<file path="src/rtl/wb_stage_pkg.sv">
// Shared RV32I core definitions used by the write-back stage and the load/store path.
package wb_stage_pkg;

   typedef enum logic [1:0] {
      WB_ALU  = 2'b00,
      WB_LOAD = 2'b01,
      WB_PC4  = 2'b10,
      WB_RSVD = 2'b11
   } wb_sel_e;

   localparam logic [2:0] F3_LB  = 3'b000;
   localparam logic [2:0] F3_LH  = 3'b001;
   localparam logic [2:0] F3_LW  = 3'b010;
   localparam logic [2:0] F3_LBU = 3'b100;
   localparam logic [2:0] F3_LHU = 3'b101;

   localparam logic [31:0] NOP_INST = 32'h0000_0013;

   // Unknown funct3 encodings are handled as word accesses, so they share the word alignment rule.
   function automatic logic access_misaligned(input logic [2:0] funct3, input logic [1:0] off);
      case (funct3)
         F3_LB, F3_LBU: access_misaligned = 1'b0;
         F3_LH, F3_LHU: access_misaligned = off[0];
         default:       access_misaligned = (off != 2'b00);
      endcase
   endfunction

endpackage

</file>
<file path="src/rtl/wb_stage_load_align.sv">
// Combinational load-data formatter: picks the addressed lane and extends it by funct3.
module load_align
   import wb_stage_pkg::*;
#(
   parameter int XLEN = 32
) (
   input  logic [XLEN-1:0] rdata_i,
   input  logic [1:0]      off_i,
   input  logic [2:0]      funct3_i,
   output logic [XLEN-1:0] data_o,
   output logic            misaligned_o
);

   logic [7:0]  byte_lane;
   logic [15:0] half_lane;

   // Misaligned halfwords fall back to the lane chosen by off[1]; the low bit is ignored.
   assign byte_lane    = rdata_i[{off_i, 3'b000} +: 8];
   assign half_lane    = rdata_i[{off_i[1], 4'b0000} +: 16];
   assign misaligned_o = access_misaligned(funct3_i, off_i);

   always_comb begin
      data_o = rdata_i;
      case (funct3_i)
         F3_LB:   data_o = {{(XLEN-8){byte_lane[7]}}, byte_lane};
         F3_LBU:  data_o = {{(XLEN-8){1'b0}}, byte_lane};
         F3_LH:   data_o = {{(XLEN-16){half_lane[15]}}, half_lane};
         F3_LHU:  data_o = {{(XLEN-16){1'b0}}, half_lane};
         default: data_o = rdata_i;
      endcase
   end

endmodule

</file>
<file path="src/rtl/wb_stage.sv">
// MEM/WB pipeline register with write-back source selection, load formatting,
// a forwarding tap and the retired-instruction counter.
module wb_stage
   import wb_stage_pkg::*;
#(
   parameter int XLEN  = 32,
   parameter int CNT_W = 64
) (
   input  logic             clk,
   input  logic             rst_n,
   input  logic             stall,
   input  logic             flush,
   input  logic             mem_valid,
   input  logic [31:0]      mem_inst,
   input  logic [XLEN-1:0]  mem_alu_result,
   input  logic [XLEN-1:0]  mem_rdata,
   input  logic [XLEN-1:0]  mem_pc,
   input  logic             mem_reg_write,
   input  logic [1:0]       mem_wb_sel,
   output logic             reg_write,
   output logic [31:0]      wb_inst,
   output logic [XLEN-1:0]  write_data,
   output logic             fwd_valid,
   output logic             wb_misaligned,
   output logic [CNT_W-1:0] instret
);

   logic             cap;
   logic             valid_q;
   logic             wbreg_q;
   logic             wbreg_d;
   logic [31:0]      inst_q;
   logic [31:0]      inst_d;
   logic [XLEN-1:0]  wdata_q;
   logic [XLEN-1:0]  wdata_d;
   logic             mis_q;
   logic             mis_d;
   logic [CNT_W-1:0] instret_q;
   logic [CNT_W-1:0] instret_d;
   logic [XLEN-1:0]  load_data;
   logic             load_mis;
   logic             is_load;

   // Flush wins over everything; a stalled instruction is re-presented and taken later.
   assign cap     = mem_valid & ~stall & ~flush;
   assign is_load = (wb_sel_e'(mem_wb_sel) == WB_LOAD);

   load_align #(.XLEN(XLEN)) u_load_align (
      .rdata_i      (mem_rdata),
      .off_i        (mem_alu_result[1:0]),
      .funct3_i     (mem_inst[14:12]),
      .data_o       (load_data),
      .misaligned_o (load_mis)
   );

   always_comb begin
      wdata_d = mem_alu_result;
      case (wb_sel_e'(mem_wb_sel))
         WB_LOAD: wdata_d = load_data;
         WB_PC4:  wdata_d = mem_pc + XLEN'(4);
         default: wdata_d = mem_alu_result;
      endcase
   end

   assign wbreg_d   = cap & mem_reg_write;
   assign inst_d    = cap ? mem_inst : NOP_INST;
   assign mis_d     = cap & is_load & load_mis;
   // Counted as it enters WB so the count lines up with the instruction it reports.
   assign instret_d = instret_q + {{(CNT_W-1){1'b0}}, cap};

   always_ff @(posedge clk or negedge rst_n) begin
      if (!rst_n) begin
         valid_q   <= 1'b0;
         wbreg_q   <= 1'b0;
         inst_q    <= NOP_INST;
         wdata_q   <= '0;
         mis_q     <= 1'b0;
         instret_q <= '0;
      end else begin
         valid_q   <= cap;
         wbreg_q   <= wbreg_d;
         inst_q    <= inst_d;
         mis_q     <= mis_d;
         instret_q <= instret_d;
         if (cap) begin
            wdata_q <= wdata_d;
         end
      end
   end

   assign reg_write     = valid_q & wbreg_q & (inst_q[11:7] != 5'd0);
   assign fwd_valid     = reg_write;
   assign wb_inst       = inst_q;
   assign write_data    = wdata_q;
   assign wb_misaligned = mis_q;
   assign instret       = instret_q;

endmodule

</file>
<file path="config.mk">
export PLATFORM = sky130hd
export DESIGN_NAME = wb_stage
export DESIGN_NICKNAME = d
export VERILOG_FILES = /design/src/rtl/wb_stage_pkg.sv /design/src/rtl/wb_stage_load_align.sv /design/src/rtl/wb_stage.sv
export SDC_FILE = /design/constraint.sdc
export NUM_CORES = 1
export LEC_CHECK = 0
export CORE_ASPECT_RATIO = 0.9
export CORE_MARGIN = 2
export CORE_UTILIZATION = 48
export DETAILED_ROUTE_END_ITERATION = 16
export PLACE_DENSITY_LB_ADDON = 0.05
export SLEW_MARGIN = 25
export SYNTH_ARGS = -nofsm -noshare
export SYNTH_HDL_FRONTEND = slang
export SYNTH_SLANG_ARGS = --single-unit
</file>
<file path="constraint.sdc">
create_clock -name clk -period 5.9 [get_ports clk]
set_clock_uncertainty 0.1 [all_clocks]
set_input_delay 0.885 -clock clk [delete_from_list [all_inputs] [get_ports clk]]
set_output_delay 0.885 -clock clk [all_outputs]
set_load 0.01 [all_outputs]
</file>
==> Yosys cells after proc, flatten, opt, wreduce, memory -nomap -nowiden <==
Index checks and enable logic that the tools add are counted.
{ "word_totals": {"register_bits": 131, "input_bits": 136, "output_inout_bits": 131, "wordCells": 33} }
{ "op_classes": {"n_addsub": 2, "eq_ne": 5, "shifts": 2, "n_mux": 4, "bitwise_logic": 9, "n_reduce_logical": 5} }
{ "ops": {"columns": ["op", "n"], "rows": [
  ["one-hot mux 32 bit (4 select lines)", 1],
  ["adder 64 x 1 -> 64 bit", 1],
  ["one-hot mux 32 bit (2 select lines)", 1],
  ["adder 32 x 3 -> 32 bit, second input constant", 1],
  ["two-way mux 32 bit", 1],
  ["variable part select 32 x 6 -> 16 bit", 1],
  ["variable part select 32 x 6 -> 8 bit", 1],
  ["AND 1 bit", 7],
  ["equality test 3 bit, second input constant", 2],
  ["nonzero test 5 bit", 1],
  ["OR reduction 2 bit", 2],
  ["equality test 3 x 1 -> 1 bit, second input constant", 1],
  ["logical NOT 3 bit", 1],
  ["equality test 2 x 1 -> 1 bit, second input constant", 1],
  ["equality test 2 bit, second input constant", 1],
  ["NOT 1 bit", 2],
  ["one-hot mux 1 bit (2 select lines)", 1],
  ["nonzero test 2 bit", 1]
]} }

==> Logic depth before layout (Yosys ltp) <==
{ "logic_depth": {"ltp_word": 5, "ltp_mapped": 12} }

==> Hierarchy <==
Synthesis repeated with hierarchy kept, for this count alone.
{ "hier_totals": {"cells_unflattened": 770, "hier_area_um2": 7123.1} }
{ "by_module_without_submodules": {"columns": ["module", "n_inst", "cells_per_inst", "area_per_inst_um2", "seq_area_each_um2"], "rows": [
  ["wb_stage", 1, 637, 6381.1, 3281.9],
  ["load_align", 1, 133, 742.0, 0.0]
]} }

==> Worst setup path before layout <==
No wires, ideal clock.
{ "synth_timing": {"path_kind": "input to register", "startpoint": "input stall", "endpoint": "register instret_q[60] (netlist: instret[60])", "setup_time_ns": 0.079, "arrival_time_ns": 3.359, "slack_ns": 2.361, "cell_stages": 12, "path_buffers": 3, "cell_sequence": "or3b_1 -> clkbuf_1 -> inv_1 -> buf_4 -> clkbuf_1 -> ha_1 -> ha_1 -> nand4_1 -> nor2_1 -> nand3_1 -> nor4_1 -> xor2_1"} }
{ "synth_between": {"elab_chain_len": 4} }
{ "synth_lines": {"columns": ["element", "line", "text"], "rows": [
  ["start, declared", "wb_stage.sv:11", "input logic stall,"],
  ["NOT 1 bit", "wb_stage.sv:45", "assign cap = mem_valid & ~stall & ~flush;"],
  ["AND 1 bit (2 in a row)", "wb_stage.sv:45", null],
  ["named net cap", "wb_stage.sv:28", "logic cap;"],
  ["adder 64 x 1 -> 64 bit", "wb_stage.sv:69", "assign instret_d = instret_q + {{(CNT_W-1){1'b0}}, cap};"],
  ["named net instret_d[60]", "wb_stage.sv:39", "logic [CNT_W-1:0] instret_d;"],
  ["end signal, assigned", "wb_stage.sv:84", "instret_q <= instret_d;"],
  ["end, declared", "wb_stage.sv:38", "logic [CNT_W-1:0] instret_q;"]
]} }
The timed path passes the listed nets, and every way through them passes these cells.
A chain may end at the register's enable or synchronous reset.

==> Final worst setup path <==
{ "layout_timing": {"startpoint": "input mem_wb_sel[0]", "endpoint": "register wdata_q[21] (netlist: write_data[21])"} }
{ "layout_between": {"elab_chain_len": 2, "word_cells_on_any_way": 3, "cone_classes": "2 x eq/ne; 1 x mux"} }
{ "layout_lines": {"columns": ["element", "line", "text"], "rows": [
  ["start, declared", "wb_stage.sv:19", "input logic [1:0] mem_wb_sel,"],
  ["equality test 2 bit or equality test 2 x 1 -> 1 bit (tied branches)", "wb_stage.sv:58", "case (wb_sel_e'(mem_wb_sel))"],
  ["one-hot mux 32 bit (2 select lines) *", "wb_stage.sv:58", null],
  ["end signal, assigned", "wb_stage.sv:86", "wdata_q <= wdata_d;"],
  ["end, declared", "wb_stage.sv:34", "logic [XLEN-1:0] wdata_q;"]
]} }
Mark *: on every way between the ends. The rest lies on a longest branch, timed or not.

==> run metrics <==
total gr overflow 0; sequential standard cell area 0.00328 sq mm; footprint of the multi-input gates 0.00355 sq mm; Max-Slew Margin vs Limit 37.3%; Comb power frac 19.1%; VDD IR max 0.198 mV; Via density 5.76; diode count 0; post-synthesis sequential area ratio 46.1%; Worst setup EP type flop; Layout Nets 1144; Post-Syn Area 0.00711 sq mm; H-tree levels 4; slowest cell on the critical path inv_1; hold_buf cts 0; total power 2.52 mW; clock share of power 40.6%; Data arrival, critical path 3950 ps; minimum clock period 3800 ps; initial antenna violation count 0; Worst Setup Start Kind primary input; routed wire length 22600 microns; first-pass GRT wire length 35900 microns; Ys Warns 0; Syn Inst Count 748; unrepaired setup endpoints after global routing no; die footprint 0.0158 sq mm; hpwl dp 16800 microns; Distinct cells, synth 65; vias in the first global route 6713; root buffer cell clkbuf_16; via count 6985; Worst R2R Start instret[5]$_DFF_PN0_; die height 119 microns; ratio of total power to cell area 241 mW/mm^2; CP required 6040 ps; Max Freq 263 MHz; post-synth net total 890; most frequent cells in the layout clkdlybuf4s50_1 (265), dfrtp_1 (128), nand2_1 (74), o21ai_0 (46), xor2_1 (39); core area 0.0146 sq mm; Fin. Hold Viols 0; Critical Path Fanout Max 31; synth-to-layout area growth 47.1%; clk sinks 131; First DRT Iteration DRCs 606; PortBufs 266; max-slew violations 0; Std-Cell Rows 42; largest net degree at the start of global routing 67; Num CTS Buffers 17; Post-CTS Setup Repair Bufs 0; worst-skew pair later-pin latency 410 ps; P_sw 660 uW; number of flops mapped to enable cells by yosys 0; DR DRC count 0; main flop type after synthesis dfrtp_1; TritonCTS clock tree built; share of layout cells above drive strength 1 5.92%; final count of negative-setup-slack endpoints 0; FF+latch count, synth 131; flop-to-flop setup slack 3440 ps; RePlAce Congestion 1.01; Internal Pwr Total 1.86 mW; worst r2r path cells 5; fraction of registers with async set/reset 100%; leading cell type in the layout, fill and taps excluded clkdlybuf4s50_1; status finished clean; Ports 267; post-cts repair resize count 0; Initial Utilization 48.7%; sw frac 26.2%; Leak 4.31 nW; Reg clk slew, reported paths 60 ps; Die Span X 132 microns; Final ANT Viol Nets 0; Worst path max stage delay 780 ps; Avg Inst Size Synth 9.51 sq um; crit-path cells clkdlybuf4s50_1, inv_1, ha_1, inv_1, nand2_1, nor2_1, a31oi_1; # fillers 1158; Worst-Margin Slew 940 ps; Pre-Repair DR Iteration Count 5; Hold Crit Class primary input to async pin; sequential share of power 40.3%; critical path class primary input to flop; Avg WL per Cell 18.7 microns; part of the cycle the worst path needs 64.5%; crit-path most repeated cell inv_1; GRT Overall Usage 29.0%; setup TNS 0 ps; number of max-cap violations 0; Crit Reg-Reg Endpoint instret[47]$_DFF_PN0_; Max clock buf depth 2
-- sequential cells by signal, indices dropped and copies added (netlist names) --
name           cells
valid_q            1
write_data        32
wb_misaligned      1
wbreg_q            1
instret           64
wb_inst           32
-- power by group through the flow --
stage	registers (mW)	logic, mW	clock network [mW]
3_5_place_dp	1.03	0.481	0
5_1_grt	1.02	0.519	1.08
2_1_floorplan	1.05	0.139	0
4_1_cts	1.02	0.483	1.04
3_3_place_gp	1.03	0.475	0
6_report	1.02	0.482	1.02
-- Yosys cell counts (3+ instances only) --
| cell type | count | share of area, % |
|---|---|---|
| nand2b_1 | 10 | 0.88 |
| xnor2_1 | 36 | 4.4 |
| o21a_1 | 3 | 0.32 |
| o2111ai_1 | 6 | 0.74 |
| xor2_1 | 39 | 4.8 |
| nor2b_1 | 6 | 0.53 |
| nor2_1 | 32 | 1.7 |
| a31oi_1 | 12 | 1.1 |
| o211ai_1 | 4 | 0.42 |
| buf_4 | 3 | 0.32 |
| nand3_1 | 27 | 1.9 |
| and4_1 | 6 | 0.74 |
| nor3_1 | 22 | 1.5 |
| inv_1 | 28 | 1.5 |
| o31a_1 | 9 | 1.1 |
| nand2_1 | 74 | 3.9 |
| dfrtp_1 | 128 | 45 |
| o21ai_1 | 8 | 0.56 |
| a221o_1 | 3 | 0.42 |
| a211oi_1 | 9 | 0.95 |
| buf_6 | 3 | 0.47 |
| nand4_1 | 28 | 2.5 |
| mux2_2 | 4 | 0.63 |
| and2_1 | 30 | 2.6 |
| or3_1 | 22 | 1.9 |
| ha_1 | 6 | 1.1 |
| and3_1 | 12 | 1.1 |
| dfstp_2 | 3 | 1.1 |
| nor4_1 | 24 | 2.1 |
| a21o_1 | 3 | 0.32 |
| o21ai_0 | 46 | 3.2 |
| o22ai_1 | 6 | 0.53 |
| a21oi_1 | 26 | 1.8 |
| clkbuf_1 | 28 | 1.5 |
-- critical path, delay by kind of cell --
kind / cells / cell delay, ps
buf+inv: 3 / 1310
fa+ha+maj: 1 / 510
simple gates: 2 / 1050
compound gates: 1 / 180
-- through the flow --
step / cells / util, % / hold slack (ps) / instance area, sq um / worst slack [ps]
final: 1212 / 71.7 / 279 / 10500 / 2100
after floorplan: 748 / - / 404 / 7110 / 2360
after CTS: 1212 / 71.7 / 283 / 10500 / 2160
after detailed placement: 1181 / 67.7 / 357 / 9890 / 1700
after global routing: 1212 / 71.7 / 287 / 10500 / 1910
after global placement: 1181 / 67.7 / 357 / 9890 / 1880
-- cell type report --
type	instances	share of cell area, %
clock inverter	11	1.23
inverter	28	1.00
multi-input combinational	552	33.9
timing repair buffer	272	25.8
clock buffer	20	4.27
sequential	131	31.4
tap	198	2.37
-- metal layers --
layer  GRT usage, %  part of all wire [%]
met2           47.0                    48
met4           11.7                   3.6
met3           6.25                   7.3
met5              0                     0
met1           38.2                    41
-- how the worst max path moves through the flow --
stage | endpoint | cells past startpoint | from
floorplan | instret[60]$_DFF_PN0_ | 12 | stall
finish | write_data[21]$_DFFE_PN0N_ | 7 | mem_wb_sel[0]
detailed placement | write_data[21]$_DFFE_PN0N_ | 7 | mem_wb_sel[0]
global route | write_data[21]$_DFFE_PN0N_ | 7 | mem_wb_sel[0]
CTS | write_data[21]$_DFFE_PN0N_ | 7 | mem_wb_sel[0]
global placement | instret[38]$_DFF_PN0_ | 11 | mem_valid
-- cells by family (layout without fill, tap and decap cells) --
logic type / Yosys count / after routing / share of synthesized area, %
fa+ha+maj: 6 / 6 / 1.06
simple gates: 311 / 311 / 24.5
compound gates: 152 / 152 / 13.6
buf+inv: 65 / 331 / 3.94
xor+xnor: 75 / 75 / 9.23
mux: 8 / 8 / 1.55
flops: 131 / 131 / 46.1
(Power assumes the default switching activity.)
